===== src/rtl/xvc_jtag_responder_if.sv =====
// ---------------------------------------------------------------------------
// xvc_jtag_responder_if
//
// Command/response bus between the XVC controller core (master) and the JTAG
// shift responder (slave). One outstanding command at a time.
//
// Signals:
//   addr   [15:0]  master -> slave  byte address of the target register
//   wdata  [31:0]  master -> slave  write data
//   opcode [1:0]   master -> slave  0 WAIT, 1 WRITE, 2 READ, 3 WAIT
//   rdata  [31:0]  slave -> master  read data, zero outside rvalid
//   rvalid         slave -> master  one-cycle read-complete pulse
//   wdone          slave -> master  one-cycle write-complete pulse
//   busy           slave -> master  responder is not accepting commands
// ---------------------------------------------------------------------------
interface xvc_jtag_responder_if;
    logic [15:0] addr;
    logic [31:0] wdata;
    logic [1:0]  opcode;
    logic [31:0] rdata;
    logic        rvalid;
    logic        wdone;
    logic        busy;

    modport master (
        output addr,
        output wdata,
        output opcode,
        input  rdata,
        input  rvalid,
        input  wdone,
        input  busy
    );

    modport slave (
        input  addr,
        input  wdata,
        input  opcode,
        output rdata,
        output rvalid,
        output wdone,
        output busy
    );
endinterface


===== src/rtl/xvc_jtag_responder.sv =====
// ---------------------------------------------------------------------------
// xvc_jtag_responder
//
// Decodes WAIT/WRITE/READ commands against a five-register JTAG shift block
// (LENGTH 0x00, TMS 0x04, TDI 0x08, TDO 0x0C read-only, CONTROL 0x10). A write
// of CONTROL with bit0 set launches a shift of min(LENGTH,32) bits, LSB first,
// on tck/tms/tdi while capturing tdo into the TDO register.
//
// Parameters:
//   TCK_DIV  tck half-period in clk cycles (1..255)
//
// Ports:
//   clk    in   single clock, rising edge
//   rst_n  in   asynchronous active-low reset
//   bus    slave modport of xvc_jtag_responder_if (command/response bus)
//   tck    out  JTAG clock
//   tms    out  JTAG mode select, holds last driven value between shifts
//   tdi    out  JTAG data to target, holds last driven value between shifts
//   tdo    in   JTAG data from target, already synchronous to clk
// ---------------------------------------------------------------------------
module xvc_jtag_responder #(
    parameter int unsigned TCK_DIV = 4
) (
    input  logic                  clk,
    input  logic                  rst_n,
    xvc_jtag_responder_if.slave   bus,
    output logic                  tck,
    output logic                  tms,
    output logic                  tdi,
    input  logic                  tdo
);

    typedef enum logic [1:0] {
        ST_IDLE  = 2'd0,
        ST_RESP  = 2'd1,
        ST_SHIFT = 2'd2,
        ST_GUARD = 2'd3
    } state_t;

    localparam logic [1:0] OP_WRITE   = 2'd1;
    localparam logic [1:0] OP_READ    = 2'd2;
    localparam logic [7:0] PHASE_LAST = 8'(TCK_DIV - 1);

    localparam logic [4:0] OFS_LENGTH  = 5'h00;
    localparam logic [4:0] OFS_TMS     = 5'h04;
    localparam logic [4:0] OFS_TDI     = 5'h08;
    localparam logic [4:0] OFS_TDO     = 5'h0C;
    localparam logic [4:0] OFS_CONTROL = 5'h10;

    // Architectural registers
    state_t      state_q;
    logic [31:0] len_q;
    logic [31:0] tms_reg_q;
    logic [31:0] tdi_reg_q;
    logic [31:0] tdo_reg_q;
    logic        ctrl_q;

    // Shift engine
    logic [4:0]  bit_q;
    logic [4:0]  last_bit_q;
    logic [7:0]  phase_q;

    // Registered outputs
    logic [31:0] rdata_q;
    logic        rvalid_q;
    logic        wdone_q;
    logic        busy_q;
    logic        tck_q;
    logic        tms_q;
    logic        tdi_q;

    // Address decode: the upper bits must be zero for any register to match,
    // so every alias outside the 32-byte window falls through as unmapped.
    logic        addr_hi_ok;
    logic        sel_len;
    logic        sel_tms;
    logic        sel_tdi;
    logic        sel_ctrl;
    logic [5:0]  eff_len;
    logic [31:0] rd_val;

    assign addr_hi_ok = (bus.addr[15:5] == 11'd0);
    assign sel_len    = addr_hi_ok && (bus.addr[4:0] == OFS_LENGTH);
    assign sel_tms    = addr_hi_ok && (bus.addr[4:0] == OFS_TMS);
    assign sel_tdi    = addr_hi_ok && (bus.addr[4:0] == OFS_TDI);
    assign sel_ctrl   = addr_hi_ok && (bus.addr[4:0] == OFS_CONTROL);

    // LENGTH keeps the full 32-bit written value; only the shift length is
    // clamped to the 32-bit capacity of the TMS/TDI/TDO registers.
    assign eff_len = (len_q > 32'd32) ? 6'd32 : len_q[5:0];

    always_comb begin
        rd_val = 32'd0;
        if (addr_hi_ok) begin
            case (bus.addr[4:0])
                OFS_LENGTH:  rd_val = len_q;
                OFS_TMS:     rd_val = tms_reg_q;
                OFS_TDI:     rd_val = tdi_reg_q;
                OFS_TDO:     rd_val = tdo_reg_q;
                OFS_CONTROL: rd_val = {31'd0, ctrl_q};
                default:     rd_val = 32'd0;
            endcase
        end
    end

    always_ff @(posedge clk or negedge rst_n) begin
        if (!rst_n) begin
            state_q    <= ST_IDLE;
            len_q      <= 32'd0;
            tms_reg_q  <= 32'd0;
            tdi_reg_q  <= 32'd0;
            tdo_reg_q  <= 32'd0;
            ctrl_q     <= 1'b0;
            bit_q      <= 5'd0;
            last_bit_q <= 5'd0;
            phase_q    <= 8'd0;
            rdata_q    <= 32'd0;
            rvalid_q   <= 1'b0;
            wdone_q    <= 1'b0;
            busy_q     <= 1'b0;
            tck_q      <= 1'b0;
            tms_q      <= 1'b0;
            tdi_q      <= 1'b0;
        end else begin
            // Response strobes are single-cycle by construction.
            rvalid_q <= 1'b0;
            wdone_q  <= 1'b0;
            rdata_q  <= 32'd0;

            case (state_q)
                ST_IDLE: begin
                    if (bus.opcode == OP_WRITE) begin
                        wdone_q <= 1'b1;
                        state_q <= ST_RESP;
                        if (sel_len) len_q     <= bus.wdata;
                        if (sel_tms) tms_reg_q <= bus.wdata;
                        if (sel_tdi) tdi_reg_q <= bus.wdata;
                        // A start with zero effective length is a no-op: the
                        // CONTROL bit stays clear and TDO keeps its contents.
                        if (sel_ctrl) begin
                            if (bus.wdata[0] && (eff_len != 6'd0)) begin
                                ctrl_q     <= 1'b1;
                                tdo_reg_q  <= 32'd0;
                                last_bit_q <= 5'(eff_len - 6'd1);
                            end else begin
                                ctrl_q <= 1'b0;
                            end
                        end
                    end else if (bus.opcode == OP_READ) begin
                        rvalid_q <= 1'b1;
                        rdata_q  <= rd_val;
                        state_q  <= ST_RESP;
                    end
                end

                ST_RESP: begin
                    // ctrl_q can only be set here by the command just taken,
                    // so it doubles as the "launch a shift" flag.
                    busy_q <= 1'b1;
                    if (ctrl_q) begin
                        state_q <= ST_SHIFT;
                        bit_q   <= 5'd0;
                        phase_q <= 8'd0;
                        tck_q   <= 1'b0;
                        tms_q   <= tms_reg_q[0];
                        tdi_q   <= tdi_reg_q[0];
                    end else begin
                        state_q <= ST_GUARD;
                    end
                end

                ST_SHIFT: begin
                    if (phase_q == PHASE_LAST) begin
                        phase_q <= 8'd0;
                        if (!tck_q) begin
                            // End of low phase: raise tck and capture tdo.
                            tck_q            <= 1'b1;
                            tdo_reg_q[bit_q] <= tdo;
                        end else if (bit_q == last_bit_q) begin
                            tck_q   <= 1'b0;
                            ctrl_q  <= 1'b0;
                            state_q <= ST_GUARD;
                        end else begin
                            // End of high phase: present the next bit.
                            bit_q <= bit_q + 5'd1;
                            tck_q <= 1'b0;
                            tms_q <= tms_reg_q[bit_q + 5'd1];
                            tdi_q <= tdi_reg_q[bit_q + 5'd1];
                        end
                    end else begin
                        phase_q <= phase_q + 8'd1;
                    end
                end

                ST_GUARD: begin
                    busy_q  <= 1'b0;
                    state_q <= ST_IDLE;
                end

                default: begin
                    busy_q  <= 1'b0;
                    state_q <= ST_IDLE;
                end
            endcase
        end
    end

    assign bus.rdata  = rdata_q;
    assign bus.rvalid = rvalid_q;
    assign bus.wdone  = wdone_q;
    assign bus.busy   = busy_q;
    assign tck        = tck_q;
    assign tms        = tms_q;
    assign tdi        = tdi_q;

endmodule


===== src/flat_wrapper.sv =====
// flat-port wrapper written by rule: the top's interface ports become plain ports
module xvc_jtag_responder_flat 
#(
    parameter int unsigned TCK_DIV = 4
)
  (clk, rst_n, tck, tms, tdi, tdo, bus_addr, bus_wdata, bus_opcode, bus_rdata, bus_rvalid, bus_wdone, bus_busy);
  xvc_jtag_responder_if bus_i ();
  input  logic clk;
  input  logic rst_n;
  output logic tck;
  output logic tms;
  output logic tdi;
  input  logic tdo;
  input wire logic [$bits(bus_i.addr)-1:0] bus_addr;
  input wire logic [$bits(bus_i.wdata)-1:0] bus_wdata;
  input wire logic [$bits(bus_i.opcode)-1:0] bus_opcode;
  output wire logic [$bits(bus_i.rdata)-1:0] bus_rdata;
  output wire logic [$bits(bus_i.rvalid)-1:0] bus_rvalid;
  output wire logic [$bits(bus_i.wdone)-1:0] bus_wdone;
  output wire logic [$bits(bus_i.busy)-1:0] bus_busy;
  assign bus_i.addr = bus_addr;
  assign bus_i.wdata = bus_wdata;
  assign bus_i.opcode = bus_opcode;
  assign bus_rdata = bus_i.rdata;
  assign bus_rvalid = bus_i.rvalid;
  assign bus_wdone = bus_i.wdone;
  assign bus_busy = bus_i.busy;
  xvc_jtag_responder #(.TCK_DIV(TCK_DIV)) u_core (.clk(clk), .rst_n(rst_n), .bus(bus_i), .tck(tck), .tms(tms), .tdi(tdi), .tdo(tdo));
endmodule

===== config.mk =====
export PLATFORM = sky130hd
export DESIGN_NAME = xvc_jtag_responder_flat
export DESIGN_NICKNAME = d
export VERILOG_FILES = /design/src/rtl/xvc_jtag_responder_if.sv /design/src/rtl/xvc_jtag_responder.sv /design/src/flat_wrapper.sv
export SDC_FILE = /design/constraint.sdc
export NUM_CORES = 1
export LEC_CHECK = 0
export BUFFER_PORTS_ARGS = -buffer_cell sky130_fd_sc_hd__clkbuf_2
export CAP_MARGIN = 15
export CORE_ASPECT_RATIO = 1.25
export CORE_MARGIN = 5
export CORE_UTILIZATION = 59
export DETAILED_ROUTE_END_ITERATION = 10
export PLACE_DENSITY = 0.8
export SLEW_MARGIN = 20
export SYNTH_ARGS = -nofsm -noshare
export SYNTH_HDL_FRONTEND = slang
export SYNTH_SLANG_ARGS = --single-unit

===== constraint.sdc =====
create_clock -name clk -period 4.2 [get_ports clk]
set_input_delay 0.84 -clock clk [delete_from_list [all_inputs] [get_ports clk]]
set_output_delay 0.84 -clock clk [all_outputs]
set_load 0.1 [all_outputs]

Word level (Yosys, flattened, before mapping)
Index checks and enable logic that the tools add are counted.
{ "totals": {"regBits": 187, "inputBits": 53, "output_inout_bits": 38, "elab_cells": 128} }
{ "classes": {"n_addsub": 3, "magnitude_cmp": 4, "n_eq_ne": 21, "muxes": 61, "reduce_logical": 23} }
{ "op_table": {"columns": ["cell", "count"], "rows": [
  ["32-bit 2-to-1 mux", 9],
  ["32-bit case mux with 5 select lines", 1],
  ["32-bit case mux with 2 select lines", 1],
  ["32-bit bitwise mux", 1],
  ["32-bit by 6-bit greater-than comparator with 1-bit output, second input constant", 1],
  ["1-bit 2-to-1 mux", 26],
  ["5-bit 2-to-1 mux", 4],
  ["8-bit 2-to-1 mux", 2],
  ["8-bit case mux with 2 select lines", 1],
  ["2-bit by 1-bit != test with 1-bit output, second input constant", 7],
  ["5-bit by 6-bit less-than comparator with 1-bit output, second input constant", 2],
  ["3-bit AND reduction", 4],
  ["6-bit AND reduction", 2],
  ["11-bit zero test", 1],
  ["1-bit binary-select mux with 5-bit select", 2],
  ["5-bit by 4-bit equality test with 1-bit output, second input constant", 2],
  ["2-bit 2-to-1 mux", 5],
  ["1-bit case mux with 2 select lines", 5],
  ["5-bit case mux with 2 select lines", 1],
  ["8-bit by 1-bit adder with 8-bit output, second input constant", 1],
  ["8-bit by 2-bit equality test with 1-bit output, second input constant", 1],
  ["2-bit case mux with 4 select lines", 1],
  ["4-bit AND reduction", 2],
  ["2-bit equality test, second input constant", 3],
  ["other kinds (18)", 27]
]} }

Longest topological paths before layout
{ "depth": {"depth_word": 8, "depth_mapped": 13, "mapped_depth_nobuf": 11} }

Worst setup path after synthesis
No wires, ideal clock.
{ "synth_timing": {"kind": "register to register", "start": "register u_core.len_q[0]", "end": "register u_core.tdo_reg_q[25]", "setup_ns": 0.101, "arrival_ns": 3.007, "required_ns": 4.099, "path_slack_ns": 1.093, "path_stages_with_launch": 14, "path_buffers": 2, "synth_period_minus_slack_ns": 3.107, "path_cell_list": "dfrtp_1 nor3_1 nand2_1 a211oi_1 nand2_1 ha_1 nand2b_1 or4_1 o31ai_1 a211o_1 or2_1 buf_2 buf_6 o311ai_2"} }
{ "synth_between": {"elab_chain_len": 6} }
{ "synth_rtl": {"columns": ["element", "line_no", "rtl"], "rows": [
  ["start: declaration", "xvc_jtag_responder.sv:52", "logic [31:0] len_q;"],
  ["start signal: assignment", "xvc_jtag_responder.sv:135", "if (sel_len) len_q <= bus.wdata;"],
  ["32-bit by 6-bit greater-than comparator with 1-bit output", "xvc_jtag_responder.sv:90", "assign eff_len = (len_q > 32'd32) ? 6'd32 : len_q[5:0];"],
  ["6-bit 2-to-1 mux (*)", "xvc_jtag_responder.sv:90", null],
  ["6-bit nonzero test (*)", "xvc_jtag_responder.sv:141", "if (bus.wdata[0] && (eff_len != 6'd0)) begin"],
  ["1-bit logical AND (*)", "xvc_jtag_responder.sv:141", null],
  ["2-bit by 1-bit != test with 1-bit output (no source line) (*)", null, null],
  ["6-bit AND reduction (no source line) (*)", null, null],
  ["end signal: indexed assignment", "xvc_jtag_responder.sv:178", "tdo_reg_q[bit_q] <= tdo;"],
  ["end: declaration", "xvc_jtag_responder.sv:55", "logic [31:0] tdo_reg_q;"]
]} }
Mark *: on every way between the ends. The rest lies on a longest branch, timed or not.
A chain may end at the register's enable or synchronous reset.

Worst setup path after layout
{ "layout_timing": {"start": "register u_core.len_q[29]", "end": "register u_core.tdo_reg_q[20]"} }
{ "layout_between": {"elab_chain_len": 6} }
{ "layout_rtl": {"columns": ["element", "line_no"], "rows": [
  ["32-bit by 6-bit greater-than comparator with 1-bit output", "xvc_jtag_responder.sv:90"],
  ["6-bit 2-to-1 mux", "xvc_jtag_responder.sv:90"],
  ["6-bit nonzero test", "xvc_jtag_responder.sv:141"],
  ["1-bit logical AND", "xvc_jtag_responder.sv:141"],
  ["2-bit by 1-bit != test with 1-bit output (no source line)", null],
  ["6-bit AND reduction (no source line)", null]
]} }
Every way passes these cells.

==> qor.log <==
INFO  run_status     run_status=completed
INFO  yosys          yosys.cell_types.count=48
INFO  clock_network  cts-htree-levels=4
INFO  cells_and_area final_area=10500squm
INFO  hold_path      hp-class=reg2reg
INFO  timing         finalSetupViolCount=0
INFO  cells_and_area n_fill_cell=1150
INFO  drt            detail-route-antenna-nets=0
INFO  timing         maxSlewHeadroom=44.7%
INFO  cells_and_area final_net_count=946
INFO  yosys          library_cell_with_the_highest_instance_count_after_synthesis=sky130_fd_sc_hd__dfrtp_1
INFO  yosys          synth_edf_count=0
INFO  placed_design  buffer_ports.inserted=90
INFO  drt            dr_total_vias=6979
INFO  timing         holdWs=491ps
INFO  yosys          syn-num-nets=872
INFO  timing         setup_tns=0ps
INFO  timing         post_route_skew=7.55ps
INFO  clock_network  tritoncts=built
INFO  placed_design  placedCellCount=1074
INFO  cells_and_area insertedDiodeCount=0
INFO  grt            gr-total-overflow=0
INFO  cells_and_area layout.area.seq=4680squm
INFO  setup_path     timing.setup.critical_path_class=reg2reg
INFO  clock_network  cts-buffers-inserted=17
INFO  die            die_area=18200squm
INFO  die            start_util=59.7%
INFO  cells_and_area multi_input_area=4290squm
INFO  yosys          yosys_register_bits=187
INFO  setup_path     crit_arrival=3940ps
INFO  power_and_ir_drop leak_pwr=4.90nW
INFO  timing         slew_viol_final=0
INFO  drt            drt_drc_violations_left=0
INFO  setup_path     worstSetupEndpointType=flip-flop
INFO  placed_design  dp_hpwl=15500um
INFO  yosys          synth_top_cells_by_area=sky130_fd_sc_hd__dfrtp_1, sky130_fd_sc_hd__mux2_2, sky130_fd_sc_hd__mux2i_1
INFO  timing         rsz0062_at_grt=false
INFO  die            die_h=150um
INFO  cells_and_area area.growth.synth_to_final=14.1%
INFO  yosys          synth_common_cells=sky130_fd_sc_hd__dfrtp_1, sky130_fd_sc_hd__mux2_2, sky130_fd_sc_hd__nor2_1
INFO  yosys          yosysSeqAreaShare=50.8%
INFO  timing         timing.final.crit_share=86.6%
INFO  yosys          post_synthesis_cell_count=807
INFO  placed_design  gp_congestion=0.887
INFO  setup_path     crit_path_start_kind=flip-flop
INFO  die            io_pins=91
INFO  yosys          synth-async-reset-ratio=100%
INFO  timing         timing_worst_slew_pin_value=809ps
INFO  die            placementRows=51
INFO  cells_and_area final_layout_size_suffix_gt1_share=30.8%
INFO  yosys          synthDominantCellAreaShare=50.8%
INFO  grt            grt.total_usage=26.7%
INFO  placed_design  dpl_cell_area=9900squm
INFO  drt            postRouteWirelength=23200um
INFO  die            core_region_area=15400squm
INFO  yosys          postSynthAreaPerCell=11.4squm
INFO  drt            route.detailed.vias_per_inst=6.31
INFO  clock_network  cts-root-to-sink-buffers=2
INFO  die            chipWidth=122um
INFO  clock_network  clk_tree_root_cell=sky130_fd_sc_hd__clkbuf_16
INFO  timing         final-hold-violation-count=0
INFO  setup_path     worstPathRequired=4510ps
INFO  clock_network  post_cts.resized_instances=0
INFO  drt            number_of_drc_violations_after_detailed_routing_iteration_0=666
INFO  drt            drt_pre_antenna_iters=6
INFO  grt            grt_pass1_wl=37900um
INFO  clock_network  skew_pair_late_insertion_delay=430ps
INFO  power_and_ir_drop ir_drop=0.267mV
INFO  yosys          yosys_warnings=0
INFO  run            max-cap-violations=0
INFO  yosys          synthesis.area=9210squm
INFO  grt            number_of_antenna_violations_at_the_first_check_in_global_routing=0
INFO  cells_and_area fin_cells=1106
INFO  power_and_ir_drop cellPowerDensity=472nW/um^2
INFO  clock_network  cts_setup_buffers=0
INFO  placed_design  preCtsSetupSlack=333ps
INFO  yosys          post-synth-top-area-cell=sky130_fd_sc_hd__dfrtp_1
INFO  timing         highest_attainable_clock_frequency=275MHz
INFO  yosys          ys_dominant_reg_cell=sky130_fd_sc_hd__dfrtp_1
INFO  setup_path     path_max_fanout=29
INFO  clock_network  clkSlewWorstSetupHoldPaths=70ps
INFO  timing         layout_setup_ws=564ps
INFO  grt            grt_max_degree=103
INFO  grt            via_count_of_the_first_global_routing_pass=7282
INFO  clock_network  clkSinkCount=187
INFO  clock_network  cts.hold.buffers_added=0
INFO  timing         final_period_minus_worst_setup_slack=3640ps
INFO  drt            route.detailed.wl_per_inst=21.0um
==> stage by stage <==
stage / util [%] / power, mW
after global placement: 64.1 / 3.27
after detailed placement: 64.1 / 3.33
after floorplan: - / 2.99
after CTS: 68.1 / 4.98
after global routing: 68.1 / 5.19
final: 68.1 / 4.97
==> sequential cells by signal (all words and copies together) (netlist names), 5 cells and up <==
signal and count:
u_core.bus.rdata 32, u_core.len_q 32, u_core.tdi_reg_q 32, u_core.tdo_reg_q 32, u_core.tms_reg_q 32, u_core.phase_q 8, u_core.bit_q 5, u_core.last_bit_q 5
==> final cells by class <==
type,count,share of cell area (%)
clock inverter,11,1.30
inverter,13,0.464
tap,212,2.52
timing repair buffer,109,5.84
multi-input combinational,553,40.8
sequential,187,44.5
clock buffer,21,4.57
==> final timing paths <==
check	start	to	slack (ps)	depth (start not counted)
worst max-delay path	u_core.len_q[29]	u_core.tdo_reg_q[20]	560	12
worst min-delay path	u_core.phase_q[7]	u_core.phase_q[7]	490	1
worst max register to register	u_core.len_q[29]	u_core.tdo_reg_q[20]	560	12
worst min register to register	u_core.phase_q[7]	u_core.phase_q[7]	490	1
max in group asynchronous	rst_n	u_core.tdo_reg_q[26]	2810	2
min in group asynchronous	rst_n	u_core.bus.rdata[25]	510	1
==> power by group <==
group | leakage, nW | total [mW] | switching (mW) | internal, mW
registers | 2.49 | 2.11 | 0.149 | 1.96
logic | 2.12 | 1.20 | 0.807 | 0.394
clock network | 0.290 | 1.65 | 0.704 | 0.948
total | 4.90 | 4.97 | 1.66 | 3.31
==> placed cells by master, fill, tap and decap left out, drive strengths merged, types with 4 or more instances in the layout <==
| cell type | count |
|---|---|
| clkinv | 4 |
| dfrtp | 187 |
| o22ai | 4 |
| o311ai | 27 |
| a31oi | 6 |
| nand3 | 50 |
| o21a | 4 |
| nand4 | 5 |
| nor4 | 9 |
| mux2 | 98 |
| o31ai | 8 |
| mux4 | 18 |
| nor3b | 6 |
| ha | 12 |
| nor3 | 8 |
| buf | 19 |
| nor2 | 81 |
| clkinvlp | 4 |
| xnor2 | 8 |
| a21oi | 8 |
| a221oi | 30 |
| mux2i | 41 |
| or2 | 5 |
| o21ai | 23 |
| clkbuf | 111 |
| inv | 14 |
| nand2 | 69 |
==> logic make-up after synthesis <==
logic type	synth area share [%]
and+or+nand+nor	12.6
xor gates and xnor gates	0.951
adders and majority gates	1.63
buffers and inverters	2.84
DFF	50.8
AOI/OAI and AO/OA	10.3
muxes	20.8
==> worst max-delay path, cell delays in order, from the launching register on <==
cell,delay (ps)
sky130_fd_sc_hd__dfrtp_1,400
sky130_fd_sc_hd__nor4_1,430
sky130_fd_sc_hd__nand4_1,290
sky130_fd_sc_hd__a211oi_1,250
sky130_fd_sc_hd__buf_4,180
sky130_fd_sc_hd__nand2_1,60
sky130_fd_sc_hd__ha_1,240
sky130_fd_sc_hd__nand2b_1,90
sky130_fd_sc_hd__or4_1,110
sky130_fd_sc_hd__o31ai_1,130
sky130_fd_sc_hd__a211o_1,340
sky130_fd_sc_hd__or2_2,540
sky130_fd_sc_hd__o311ai_0,430
==> metal layers <==
layer / GRT usage [%] / share of wire [%] / up-vias
met5: 0 / 0 / -
met4: 10.1 / 2.5 / 0
met3: 5.67 / 6.1 / 37
met2: 45.6 / 51 / 274
met1: 33.5 / 40 / 3543
li1: - / - / 3125
No activity file was read; power rests on OpenSTA's default activity.
